[src/rtl/sctr_wb.sv]
// sctr_wb: write-back/stall sequencing for loads, stores, divide and trap entry,
// plus the core's bus master port with a posted write buffer and error capture.
module sctr_wb #(
  parameter int DW         = 32,
  parameter int AW         = 32,
  parameter int WBUF_DEPTH = 2,
  parameter int TMO_CYC    = 255
) (
  input  logic            clk,
  input  logic            rst,
  input  logic            mem_en_i,
  input  logic            mem_we_i,
  input  logic [AW-1:0]   mem_addr_i,
  input  logic [DW-1:0]   mem_wdata_i,
  input  logic [DW/8-1:0] mem_wem_i,
  output logic [DW-1:0]   mem_rdata_o,
  input  logic            div_start_i,
  input  logic            div_ready_i,
  input  logic            iram_rstn_i,
  input  logic            trap_in_i,
  input  logic            trap_jump_i,
  input  logic            idex_mret_i,
  output logic            hx_valid,
  output logic            reg_we_o,
  output logic            csr_we_o,
  output logic            iram_rd_o,
  output logic            trap_stat_o,
  output logic [DW-1:0]   sctr_cmd_wdata,
  output logic [AW-1:0]   sctr_cmd_addr,
  output logic            sctr_cmd_we,
  output logic [DW/8-1:0] sctr_cmd_wem,
  output logic            sctr_cmd_valid,
  input  logic            sctr_cmd_ready,
  input  logic [DW-1:0]   sctr_rsp_rdata,
  input  logic            sctr_rsp_error,
  input  logic            sctr_rsp_valid,
  output logic            sctr_rsp_ready,
  output logic            bus_err_o,
  output logic [1:0]      bus_err_code_o,
  output logic            bus_err_we_o,
  output logic [AW-1:0]   bus_err_addr_o,
  output logic            wbuf_empty_o
);
  localparam int IW = (WBUF_DEPTH > 1) ? $clog2(WBUF_DEPTH) : 1;
  localparam int PW = $clog2(WBUF_DEPTH) + 1;
  localparam int CW = (TMO_CYC > 0) ? $clog2(TMO_CYC + 1) : 1;
  localparam int MW = DW / 8;

  typedef enum logic [1:0] {S_IDLE, S_RD_WAIT, S_DIV_WAIT} state_e;
  state_e state_q;

  logic [AW-1:0] buf_addr [2**IW];
  logic [DW-1:0] buf_data [2**IW];
  logic [MW-1:0] buf_wem  [2**IW];

  logic [PW-1:0] wp_q, ip_q, rp_q, count;
  logic [CW-1:0] tmo_q;
  logic [AW-1:0] rd_addr_q, err_addr_q;
  logic [1:0]    err_code_q;
  logic          discard_q, trap_stat_q, err_q, err_we_q;

  logic idle, st_req, ld_req, full, idle_ok, push, wr_issue, ld_issue;
  logic rsp_rd, rsp_wr, rsp_drop, timeout, rd_trap, rd_leave;

  assign count = wp_q - rp_q;

  always_comb begin
    idle     = (state_q == S_IDLE);
    st_req   = mem_en_i & mem_we_i;
    ld_req   = mem_en_i & ~mem_we_i;
    full     = (count == PW'(WBUF_DEPTH));
    idle_ok  = ~div_start_i & ~iram_rstn_i & ~trap_in_i;
    push     = idle & idle_ok & st_req & ~full;
    // A stale read response must drain before anything else goes on the bus.
    wr_issue = (ip_q != wp_q) & ~discard_q;
    ld_issue = idle & idle_ok & ld_req & (count == '0) & ~discard_q;
    rsp_drop = sctr_rsp_valid & discard_q;
    rsp_rd   = sctr_rsp_valid & ~discard_q & (state_q == S_RD_WAIT);
    rsp_wr   = sctr_rsp_valid & ~discard_q & (state_q != S_RD_WAIT) & (rp_q != ip_q);
    timeout  = (TMO_CYC != 0) && (state_q == S_RD_WAIT) && !sctr_rsp_valid
               && ((int'(tmo_q) + 1) == TMO_CYC);
    rd_trap  = (state_q == S_RD_WAIT) & ~sctr_rsp_valid & ~timeout & trap_in_i;
    rd_leave = rsp_rd | timeout | rd_trap;
  end

  always_comb begin
    sctr_cmd_valid = wr_issue | ld_issue;
    sctr_cmd_addr  = '0;
    sctr_cmd_wdata = '0;
    sctr_cmd_wem   = '0;
    sctr_cmd_we    = 1'b0;
    if (wr_issue) begin
      sctr_cmd_addr  = buf_addr[ip_q[IW-1:0]];
      sctr_cmd_wdata = buf_data[ip_q[IW-1:0]];
      sctr_cmd_wem   = buf_wem[ip_q[IW-1:0]];
      sctr_cmd_we    = 1'b1;
    end else if (ld_issue) begin
      sctr_cmd_addr  = mem_addr_i;
    end
  end

  always_comb begin
    hx_valid = 1'b0;
    case (state_q)
      S_IDLE:     hx_valid = idle_ok & ~ld_req & ~(st_req & full);
      S_RD_WAIT:  hx_valid = rsp_rd | timeout;
      S_DIV_WAIT: hx_valid = div_ready_i & ~trap_in_i;
      default:    hx_valid = 1'b0;
    endcase
  end

  assign mem_rdata_o    = rsp_rd ? sctr_rsp_rdata : '0;
  assign reg_we_o       = hx_valid;
  assign csr_we_o       = hx_valid;
  assign iram_rd_o      = hx_valid | trap_jump_i;
  assign trap_stat_o    = trap_stat_q;
  assign sctr_rsp_ready = 1'b1;
  assign bus_err_o      = err_q;
  assign bus_err_code_o = err_code_q;
  assign bus_err_we_o   = err_we_q;
  assign bus_err_addr_o = err_addr_q;
  assign wbuf_empty_o   = (count == '0);

  // Buffer storage carries no reset; the pointers alone define validity.
  always_ff @(posedge clk) begin
    if (push) begin
      buf_addr[wp_q[IW-1:0]] <= mem_addr_i;
      buf_data[wp_q[IW-1:0]] <= mem_wdata_i;
      buf_wem[wp_q[IW-1:0]]  <= mem_wem_i;
    end
  end

  always_ff @(posedge clk) begin
    if (rst) begin
      state_q     <= S_IDLE;
      wp_q        <= '0;
      ip_q        <= '0;
      rp_q        <= '0;
      tmo_q       <= '0;
      rd_addr_q   <= '0;
      discard_q   <= 1'b0;
      trap_stat_q <= 1'b0;
      err_q       <= 1'b0;
      err_code_q  <= 2'b00;
      err_we_q    <= 1'b0;
      err_addr_q  <= '0;
    end else begin
      err_q <= 1'b0;
      if (push) wp_q <= wp_q + PW'(1);
      if (wr_issue & sctr_cmd_ready) ip_q <= ip_q + PW'(1);
      if (rsp_wr) rp_q <= rp_q + PW'(1);
      if (rsp_drop) discard_q <= 1'b0;
      if (timeout | rd_trap) discard_q <= 1'b1;

      if (trap_jump_i) trap_stat_q <= 1'b1;
      else if (idex_mret_i & hx_valid) trap_stat_q <= 1'b0;

      case (state_q)
        S_IDLE: begin
          if (ld_issue & sctr_cmd_ready) begin
            state_q   <= S_RD_WAIT;
            rd_addr_q <= mem_addr_i;
          end else if (div_start_i & ~trap_in_i) begin
            state_q <= S_DIV_WAIT;
          end
        end
        S_RD_WAIT:  if (rd_leave) state_q <= S_IDLE;
        S_DIV_WAIT: if (div_ready_i | trap_in_i) state_q <= S_IDLE;
        default:    state_q <= S_IDLE;
      endcase
      tmo_q <= ((state_q == S_RD_WAIT) && !rd_leave) ? tmo_q + CW'(1) : '0;

      if (rsp_wr & sctr_rsp_error) begin
        err_q      <= 1'b1;
        err_code_q <= 2'b01;
        err_we_q   <= 1'b1;
        err_addr_q <= buf_addr[rp_q[IW-1:0]];
      end else if ((rsp_rd & sctr_rsp_error) | timeout) begin
        err_q      <= 1'b1;
        err_code_q <= timeout ? 2'b10 : 2'b01;
        err_we_q   <= 1'b0;
        err_addr_q <= rd_addr_q;
      end
    end
  end
endmodule

[config.mk]
export PLATFORM = sky130hd
export DESIGN_NAME = sctr_wb
export DESIGN_NICKNAME = d
export VERILOG_FILES = /design/src/rtl/sctr_wb.sv
export SDC_FILE = /design/constraint.sdc
export NUM_CORES = 1
export LEC_CHECK = 0
export ABC_AREA = 1
export CELL_PAD_IN_SITES_DETAIL_PLACEMENT = 1
export CELL_PAD_IN_SITES_GLOBAL_PLACEMENT = 2
export CORE_UTILIZATION = 31
export DETAILED_ROUTE_END_ITERATION = 12
export PLACE_DENSITY = 0.8
export RECOVER_POWER = 50
export SLEW_MARGIN = 20
export SYNTH_ARGS = -nofsm -noshare
export SYNTH_HDL_FRONTEND = slang
export SYNTH_SLANG_ARGS = --single-unit
export TNS_END_PERCENT = 1
[constraint.sdc]
create_clock -name clk -period 11.2 [get_ports clk]
set_input_delay 2.24 -clock clk [delete_from_list [all_inputs] [get_ports clk]]
set_output_delay 2.24 -clock clk [all_outputs]
set_load 0.005 [all_outputs]
-- Word-level counts from Yosys, hierarchy flattened
Memories as Yosys holds them, arrays and structs flattened. A register that Yosys moved wholly into a read port is not among the register bits.
Cells that the tools add are included.
- bits in writable memories: 136
- memories kept: 3
- register bits: 86
- input bits: 113
- logic and storage cells: 128
- output and inout port bits: 145
- memories (name ; words ; bits a word ; read ports ; clocked after memory_dff ; write ports ; RTL line ; RTL):
    buf_addr ; 2 ; 32 ; 2 ; 2 ; 1 ; 52 ; logic [AW-1:0] buf_addr [2**IW];
    buf_data ; 2 ; 32 ; 1 ; 1 ; 1 ; 53 ; logic [DW-1:0] buf_data [2**IW];
    buf_wem ; 2 ; 4 ; 1 ; 1 ; 1 ; 54 ; logic [MW-1:0] buf_wem [2**IW];
- reductions and logical operators: 14
- bitwise gates (word level): 47
- equal/unequal tests: 10
- add/sub/neg operators: 6
- muxes and demuxes: 35
- operators by type and width (cell ; number):
    32-bit two-way mux ; 6
    1-bit bitwise AND ; 29
    1-bit two-way mux ; 21
    1-bit NOT ; 11
    2-bit two-way mux ; 5
    8-bit by 1-bit adder with 9-bit output (second input constant) ; 1
    9-bit by 8-bit == test with 1-bit output (second input constant) ; 1
    8-bit by 1-bit adder with 8-bit output (second input constant) ; 1
    1-bit bitwise OR ; 7
    2-bit by 1-bit adder with 2-bit output (second input constant) ; 3
    2-bit one-hot mux with 3 select lines ; 1
    2-bit nonzero test ; 3
    2-bit == test (second input constant) ; 2
    2-bit zero test ; 2
    4-bit two-way mux ; 1
    2-bit inequality test ; 2
    2-bit inequality test (second input constant) ; 2
    2-bit OR reduction ; 2
    1-bit logical AND ; 3
    3-bit by 1-bit inequality test with 1-bit output (second input constant) ; 1
    1-bit one-hot mux with 3 select lines ; 1
    3-bit AND reduction ; 1
    2-bit by 1-bit == test with 1-bit output (second input constant) ; 1
    1-bit zero test ; 2
    3 further kinds ; 3

-- Logic depth before layout (Yosys ltp)
Gate-level depths: netlist of run 1.
- word-level depth: 11
- gate-level depth with buffers: 13
- gate-level depth less buffers: 12

-- Least setup slack after synthesis of run 1
Ideal clock, no wire load.
- kind: input to register
- from: input port iram_rstn_i
- to: register wp_q[1]
- required time: 11076 ps
- setup time: 124 ps
- slack: 4932 ps
- arrival time: 6144 ps
- buffers on the path: 0
- stages on the path: 8
- cell sequence: nor2_1 -> nand2_1 -> nor2_1 -> nand3_1 -> nor2_1 -> inv_1 -> o21ai_0 -> a21oi_1
- longest elaborated chain between the ends: 6
- ends and longest elaborated chain (what ; RTL line ; RTL):
    from (decl) ; 19 ; input logic iram_rstn_i,
    1-bit NOT ; 72 ; idle_ok = ~div_start_i & ~iram_rstn_i & ~trap_in_i;
    1-bit bitwise AND (2 in series) ; 72 ;
    1-bit bitwise AND (3 in series) ; 73 ; push = idle & idle_ok & st_req & ~full;
    to (signal assigned) ; 149 ; if (push) wp_q <= wp_q + PW'(1);
    to (decl) ; 56 ; logic [PW-1:0] wp_q, ip_q, rp_q, count;
No other way between the ends.
A chain may end at the register's enable or synchronous reset.

-- Worst setup path in the final report of run 1
- from: input port sctr_rsp_valid
- to: register err_addr_q[17], in the netlist bus_err_addr_o[17]
- longest elaborated chain between the ends: 5
- elaborated cells between the ends (all ways): 12
- those cells by class: mux: 1; bitwise: 7; reduce/logical: 4
- ends and longest elaborated chain (what ; RTL line ; RTL):
    from (decl) ; 36 ; input logic sctr_rsp_valid,
    1-bit bitwise AND / 1-bit zero test (equally long branches) ; 78, 79, 80 ;
    1-bit bitwise AND (tied with other cells) (2 in series) ; 79 ; rsp_wr = sctr_rsp_valid & ~discard_q & (state_q != S_RD_WAIT) & (rp_q != ip_q);
    1-bit bitwise AND / 1-bit bitwise OR (equally long branches) ; 173, 178 ;
    32-bit two-way mux / 2-bit nonzero test (equally long branches) ; - ;
    to (signal assigned) ; 177 ; err_addr_q <= buf_addr[rp_q[IW-1:0]];
    to (signal assigned) ; 182 ; err_addr_q <= rd_addr_q;
    to (decl) ; 58 ; logic [AW-1:0] rd_addr_q, err_addr_q;
Several ways; a longest one is shown, not always the timed one.

==> results by group, run 1 <==
Floorplanning
  • Die width: 183 um
  • Die Y: 183 um
  • Starting Density: a little under a third
  • Row count: 65
  • Die area: 0.0334 mm2
  • Top Ports: 258
  • Core area: 0.0318 mm2

CTS
  • Clock transition at path regs: 0.06 ns
  • Clock Tree Root: clkbuf_16
  • # Post-CTS Setup Buffers: 0
  • Worst skew pair latency: 0.53 ns
  • Resize count post-CTS: 0
  • Max Buffers Root-to-Sink: 3
  • H-Tree Depth: 1
  • Cts hold-fix bufs: 0
  • Clock sink count: 224
  • CTS tree: yes
  • CTS buffer count: 26

Run status
  • Violated checks: capacitance limit, slew limit
  • Status: complete, but fails checks

Global route
  • Vias in the first global route: 8,464
  • Overall Global Routing Usage: 17.8%
  • Total gr overflow: 0
  • Largest net degree at the start of global routing: 104
  • Initial antenna violation count: 5
  • First-pass GRT wire length: between 40 and 50 mm

Place
  • GP Congestion: 0.767
  • Pre-CTS setup slack: 4.03 ns
  • Hpwl dp: roughly 19 mm
  • Port bufs: 256
  • Placed Cells: 1,751

Critical path
  • Endpoint class of the critical path: flip-flop
  • CP Launch Point: sctr_rsp_valid
  • Crit-path max cell delay: 2.94 ns
  • Reg2Reg Depth: 10
  • CP bufs+invs: 4
  • Slowest library cell on the worst path: clkinvlp_2
  • CP Data Arrival Time: 8.54 ns
  • Worst setup path end: bus_err_addr_o[17]
  • Flop2flop setup slack: 4.55 ns
  • Critical path class: input port to flip-flop
  • Worst flop-to-flop path endpoint: bus_err_addr_o[17]
  • Worst-path fanout max: 35
  • Cell family with most CP delay: buffers and inverters
  • Worst EP required: 11.49 ns
  • Setup crit start kind: input port
  • Cells along the critical path: dlygate4sd3_1, inv_1, nor3_1, nand2_1, nor2_4, inv_1, nand3_1, clkinvlp_2, nand2_1, a21oi_2
  • Reg-to-Reg Start: tmo_q[0]
  • Crit path depth: 10

STA
  • Max Clk Rate: 0.121 GHz
  • Fin. Hold Viols: 0
  • Final Cycle Share: 73.7%
  • Min Tclk post-route: about 8.3 ns
  • Slew @ Worst Pin: 4.49 ns
  • Final worst slack: 2.95 ns
  • Slew headroom: -199%
  • Final setup fails: 0
  • RSZ-0062 raised after global routing: false
  • Final TNS setup: 0 ns
  • Max Slew Vio Count: 221
  • Clock Skew: 0.0132 ns

Detailed routing
  • Post-DR wirelength/cell: 16.7 um
  • Via density: 4.62
  • DR iter-0 viols: between 200 and 300
  • Final WL: around 30 mm
  • Drt pass-1 iters: 5
  • Via Count: around 8.3k
  • DRC violations left: 0
  • Final ANT Viol Nets: 0

Hold path
  • Hold depth: 2
  • Hold crit path type: flip-flop to flip-flop

Synth
  • Largest area contributor in the netlist: edfxtp_1
  • Mean Syn Cell Area: 9.04 um2
  • Synth Instances: 1,120
  • Yosys cell types: 36
  • Synth Cell Area: 0.0101 mm2
  • Post-synthesis register bit count: between 200 and 250
  • Mapped Nets: 1,235
  • Post-synthesis sequential area ratio: 57.8%
  • Top cells by area, synth: edfxtp_1 (40%), dfxtp_1 (17%), nand2_1 (9.3%)
  • Yosys warning total: 0
  • Post-synth top area share: roughly 40%

Power and ir drop
  • Sw frac: ~22%
  • P per Cell Area: 136 mW/mm2
  • Static Leak: 0.00502 uW
  • Cell Int Power: 1450 uW
  • Total power: 1870 uW
  • Clk pwr share: 45.2%
  • Psw: 417 uW
  • Comb power frac: 7.5%
  • Sequential power share: a little under half
  • Peak supply drop: just under 0.1 mV

Layout
  • Layout cells sized above 1: 8.44%
  • Fin cells: 1,801
  • Commonest cells after routing, fill and taps aside: nand2_1 (251), o21ai_0 (156), clkdlybuf4s50_1 (147), edfxtp_1 (136), inv_1 (133)
  • Fillers: around 3.6k
  • Synthesis-to-finish area growth: 36.1%
  • Final #Nets: ~1.5k
  • Commonest non-fill, non-tap cell in the layout: nand2_1

Run
  • Max Cap Violations: 5
-- layer usage --
| layer | global-route usage, % | share of wire [%] | up-vias |
|---|---|---|---|
| li1 | - | - | 4136 |
| met1 | 21.8 | 44 | 3950 |
| met2 | 30.9 | 48 | 188 |
| met3 | 4.83 | 6.6 | 44 |
| met4 | 4.20 | 1.9 | 4 |
| met5 | 0 | 0.090 | - |
-- cell type report --
class                           instances  area (um2)  share of cell area [%]
Sequential cell                       224        5850                    42.5
Multi-Input combinational cell        688        3380                    24.5
Timing Repair Buffer                  266        2620                    19.0
Clock buffer                           34         733                    5.32
Tap cell                              435         544                    3.95
Inverter                              138         520                    3.78
Clock inverter                         13         116                   0.845
Antenna cell                            3        7.51                  0.0545
-- cell families after synthesis --
group,synth area share (%)
buffers and inverters,8.68
adder cells (fa/ha/maj),0.247
AO/OA/AOI/OAI,15.0
AND/OR/NAND/NOR,18.1
flip-flops,57.8
XOR/XNOR,0.0866
other,0.0371
-- registers in the layout (all words and copies together), names as in the netlist, named ones only --
name and cells:
bus_err_addr_o 32, buf_wem 8, buf_addr 64, wp_q 2, trap_stat_o 1, rp_q 2, bus_err_we_o 1, discard_q 1
buf_data 64, tmo_q 8, bus_err_code_o 2, state_q 2, ip_q 2, bus_err_o 1, rd_addr_q 32
-- worst min-delay path by stage --
stage	start	slack, ns	end
detailed placement	rd_addr_q[27]	0.44	rd_addr_q[27]
global route	rd_addr_q[21]	0.47	rd_addr_q[21]
global placement	rd_addr_q[5]	0.44	rd_addr_q[5]
CTS	rd_addr_q[27]	0.45	rd_addr_q[27]
finish	rd_addr_q[20]	0.45	rd_addr_q[20]
floorplan	rd_addr_q[18]	0.42	rd_addr_q[18]
-- synth_stat cells, drive strengths merged --
library cell and number:
nand2 284, o21ai 164, edfxtp 136, inv 136
a21oi 112, dfxtp 88, nor2 60, clkbuf 52
nand3 49, buf 18, nand4 7, nor3 3
clkinv 2, ha 2, o21bai 2, a211oi 1
a31oi 1, and2 1, conb 1, xnor2 1
-- power by group through the flow --
| stage | Combinational, uW | Sequential [uW] | Clock (uW) |
|---|---|---|---|
| 2_1_floorplan | 58.2 | 900 | 0 |
| 3_5_place_dp | 148 | 900 | 0 |
| 4_1_cts | 149 | 883 | 869 |
| 6_report | 140 | 883 | 844 |
| 5_1_grt | 155 | 883 | 898 |
| 3_3_place_gp | 145 | 900 | 0 |
-- stage by stage --
stage	hold WS, ns	utilization [%]	cell area [um2]
after floorplan	0.425	-	10100
after global placement	0.435	40.8	13000
after detailed placement	0.443	40.8	13000
after CTS	0.453	43.5	13800
after global routing	0.474	43.3	13800
final	0.450	43.3	13800
-- worst min-delay path, cell delays in order, from the launching register on --
cell	delay [ns]
dfxtp_1	0.30
inv_1	0.06
a21oi_1	0.05
Power figures use the tool's default switching activity.
==> run 2, diff against run 1 <==
--- a/config.mk
+++ b/config.mk
@@ -8,9 +8,9 @@
 export ABC_AREA = 1
 export CELL_PAD_IN_SITES_DETAIL_PLACEMENT = 1
 export CELL_PAD_IN_SITES_GLOBAL_PLACEMENT = 2
-export CORE_UTILIZATION = 31
+export CORE_UTILIZATION = 29
 export DETAILED_ROUTE_END_ITERATION = 12
-export PLACE_DENSITY = 0.8
+export PLACE_DENSITY = 0.76
 export RECOVER_POWER = 50
 export SLEW_MARGIN = 20
 export SYNTH_ARGS = -nofsm -noshare
==> constraint.sdc (replaced) <==
create_clock -name clk -period 7.8 [get_ports clk]
set_input_delay 1.56 -clock clk [delete_from_list [all_inputs] [get_ports clk]]
set_output_delay 1.56 -clock clk [all_outputs]
set_load 0.005 [all_outputs]
==> run 2 against run 1 <==
  * The flow still finishes with violations (capacitance limit, slew limit)
  * Routed wire length up 1.0%
  * Via count up 0.13%
  * Clock power up 30%
  * Worst hold slack worse by 0.0041 ns
  * Power up 38%
  * Largest cell class unchanged
==> results by group, run 2 (synthesis gave the netlist of run 1 again) <==
Run status
  • Status: complete, but fails checks
  • Violated checks: capacitance limit, slew limit

Floorplanning
  • Row count: 68
  • Die width: 189 um
  • Top Ports: 258
  • Starting Density: 29.4%
  • Core area: 0.0345 mm2
  • Die Y: 189 um
  • Die area: 0.0356 mm2

STA
  • Final Cycle Share: 75.6%
  • RSZ-0062 raised after global routing: false
  • Slew @ Worst Pin: approximately 2.9 ns
  • Min Tclk post-route: 5.90 ns
  • Max Clk Rate: around 0.17 GHz
  • Final setup fails: 0
  • Slew headroom: -93.5%
  • Fin. Hold Viols: 0
  • Clock Skew: 0.0117 ns
  • Final TNS setup: 0 ns
  • Max Slew Vio Count: 150

Global route
  • Overall Global Routing Usage: between 15 and 20%
  • Total gr overflow: 0
  • Vias in the first global route: around 8.6k
  • Largest net degree at the start of global routing: 81
  • Initial antenna violation count: 2
  • First-pass GRT wire length: 47.5 mm

Hold path
  • Hold crit path type: flip-flop to flip-flop

Place
  • Placed Cells: around 1.8k
  • Hpwl dp: ~20 mm
  • Port bufs: 256
  • GP Congestion: 0.797
  • Post-DP Area: 0.0130 mm2

Layout
  • FF/Latch Area: 0.00585 mm2
  • ANT cells: 0
  • Area of the multi-input gates: 0.00336 mm2
  • Commonest non-fill, non-tap cell in the layout: nand2_1
  • Final #Nets: 1,459
  • Synthesis-to-finish area growth: 35.4%
  • Fillers: 3,961
  • Commonest cells after routing, fill and taps aside: nand2_1 (252), o21ai_0 (156), clkdlybuf4s50_1 (147), edfxtp_1 (136), inv_1 (131)
  • Fin cells: ~1.8k
  • Fin area: around 0.014 mm2
  • Layout cells sized above 1: around 8%

CTS
  • # Post-CTS Setup Buffers: 0
  • Max Buffers Root-to-Sink: 3
  • Cts hold-fix bufs: 0
  • H-Tree Depth: 1
  • CTS buffer count: 26
  • CTS tree: yes
  • Clock transition at path regs: 0.06 ns
  • Clock Tree Root: clkbuf_16
  • Worst skew pair latency: 0.53 ns
  • Clock sink count: ~220
  • Resize count post-CTS: 0

Power and ir drop
  • Peak supply drop: around 0.15 mV
  • Static Leak: 0.00497 uW
  • P per Cell Area: ~190 mW/mm2

Critical path
  • Worst-path fanout max: 34
  • Cells along the critical path: dlygate4sd3_1, inv_1, nor3_1, clkinv_1, nand3_1, clkdlybuf4s50_1
  • Cell family with most CP delay: buffers and inverters
  • Critical path class: input port to primary output
  • Setup crit start kind: input port
  • CP bufs+invs: 4
  • CP Data Arrival Time: 4.34 ns
  • Endpoint class of the critical path: primary output
  • Slowest library cell on the worst path: clkinv_1
  • Worst EP required: 6.24 ns
  • Flop2flop setup slack: 3.39 ns
  • Crit-path max cell delay: 0.79 ns

Detailed routing
  • Drt pass-1 iters: 4
  • Via Count: 8,333
  • DRC violations left: 0
  • Final ANT Viol Nets: 0
  • Final WL: 30.4 mm
  • Via density: 4.58
  • DR iter-0 viols: 293
  • Post-DR wirelength/cell: 16.7 um

Run
  • Max Cap Violations: 4
==> run 2: cell types whose count changed in the layout (fill, tap and decap cells not counted), sizes merged <==
| cell | delta |
|---|---|
| buf | +2 |
| bufinv | -2 |
| clkinv | +5 |
| inv | -2 |
| clkinvlp | -1 |
| diode | -3 |
| clkbuf | -1 |
==> run 2: metal layers <==
metal,global-route usage [%],vias up,wire length [um]
met5,0,-,14
met1,20.8,3980,13400
met3,3.95,44,1650
met4,3.69,2,612
met2,30.0,179,14600
li1,-,4128,-
==> run 2: worst min-delay path, cell delays in order (launching register included) <==
cell and delay [ns]:
dfxtp_1 0.29, inv_1 0.05, a21oi_1 0.05
==> run 2: cell type report <==
class                           instances  share of cell area [%]
Sequential cell                       224                    42.7
Multi-Input combinational cell        688                    24.6
Timing Repair Buffer                  266                    19.2
Clock buffer                           35                    5.15
Tap cell                              455                    4.16
Inverter                              138                    3.84
Clock inverter                         13                   0.429
==> run 2: through the flow <==
stage               power (uW)  util, %  setup WS [ns]  hold WS (ns)
finish                    2570     39.8           1.90         0.446
global route              2670     39.8           1.61         0.462
CTS                       2620     39.9           1.91         0.450
detailed placement        1510     37.7           1.91         0.441
global placement          1500     37.7           1.90         0.435
floorplan                 1380        -           2.21         0.425
==> run 2: worst paths after layout <==
kind | start | to | depth (start not counted)
max | sctr_rsp_valid | csr_we_o | 6
min | rd_addr_q[28] | rd_addr_q[28] | 2
max reg2reg | tmo_q[0] | bus_err_addr_o[18] | 11
min reg2reg | rd_addr_q[28] | rd_addr_q[28] | 2
==> run 2: report_power, final <==
group / switching [uW] / internal [uW]
registers: 3.72 / 1260
clock network: 473 / 630
logic: 109 / 93.1
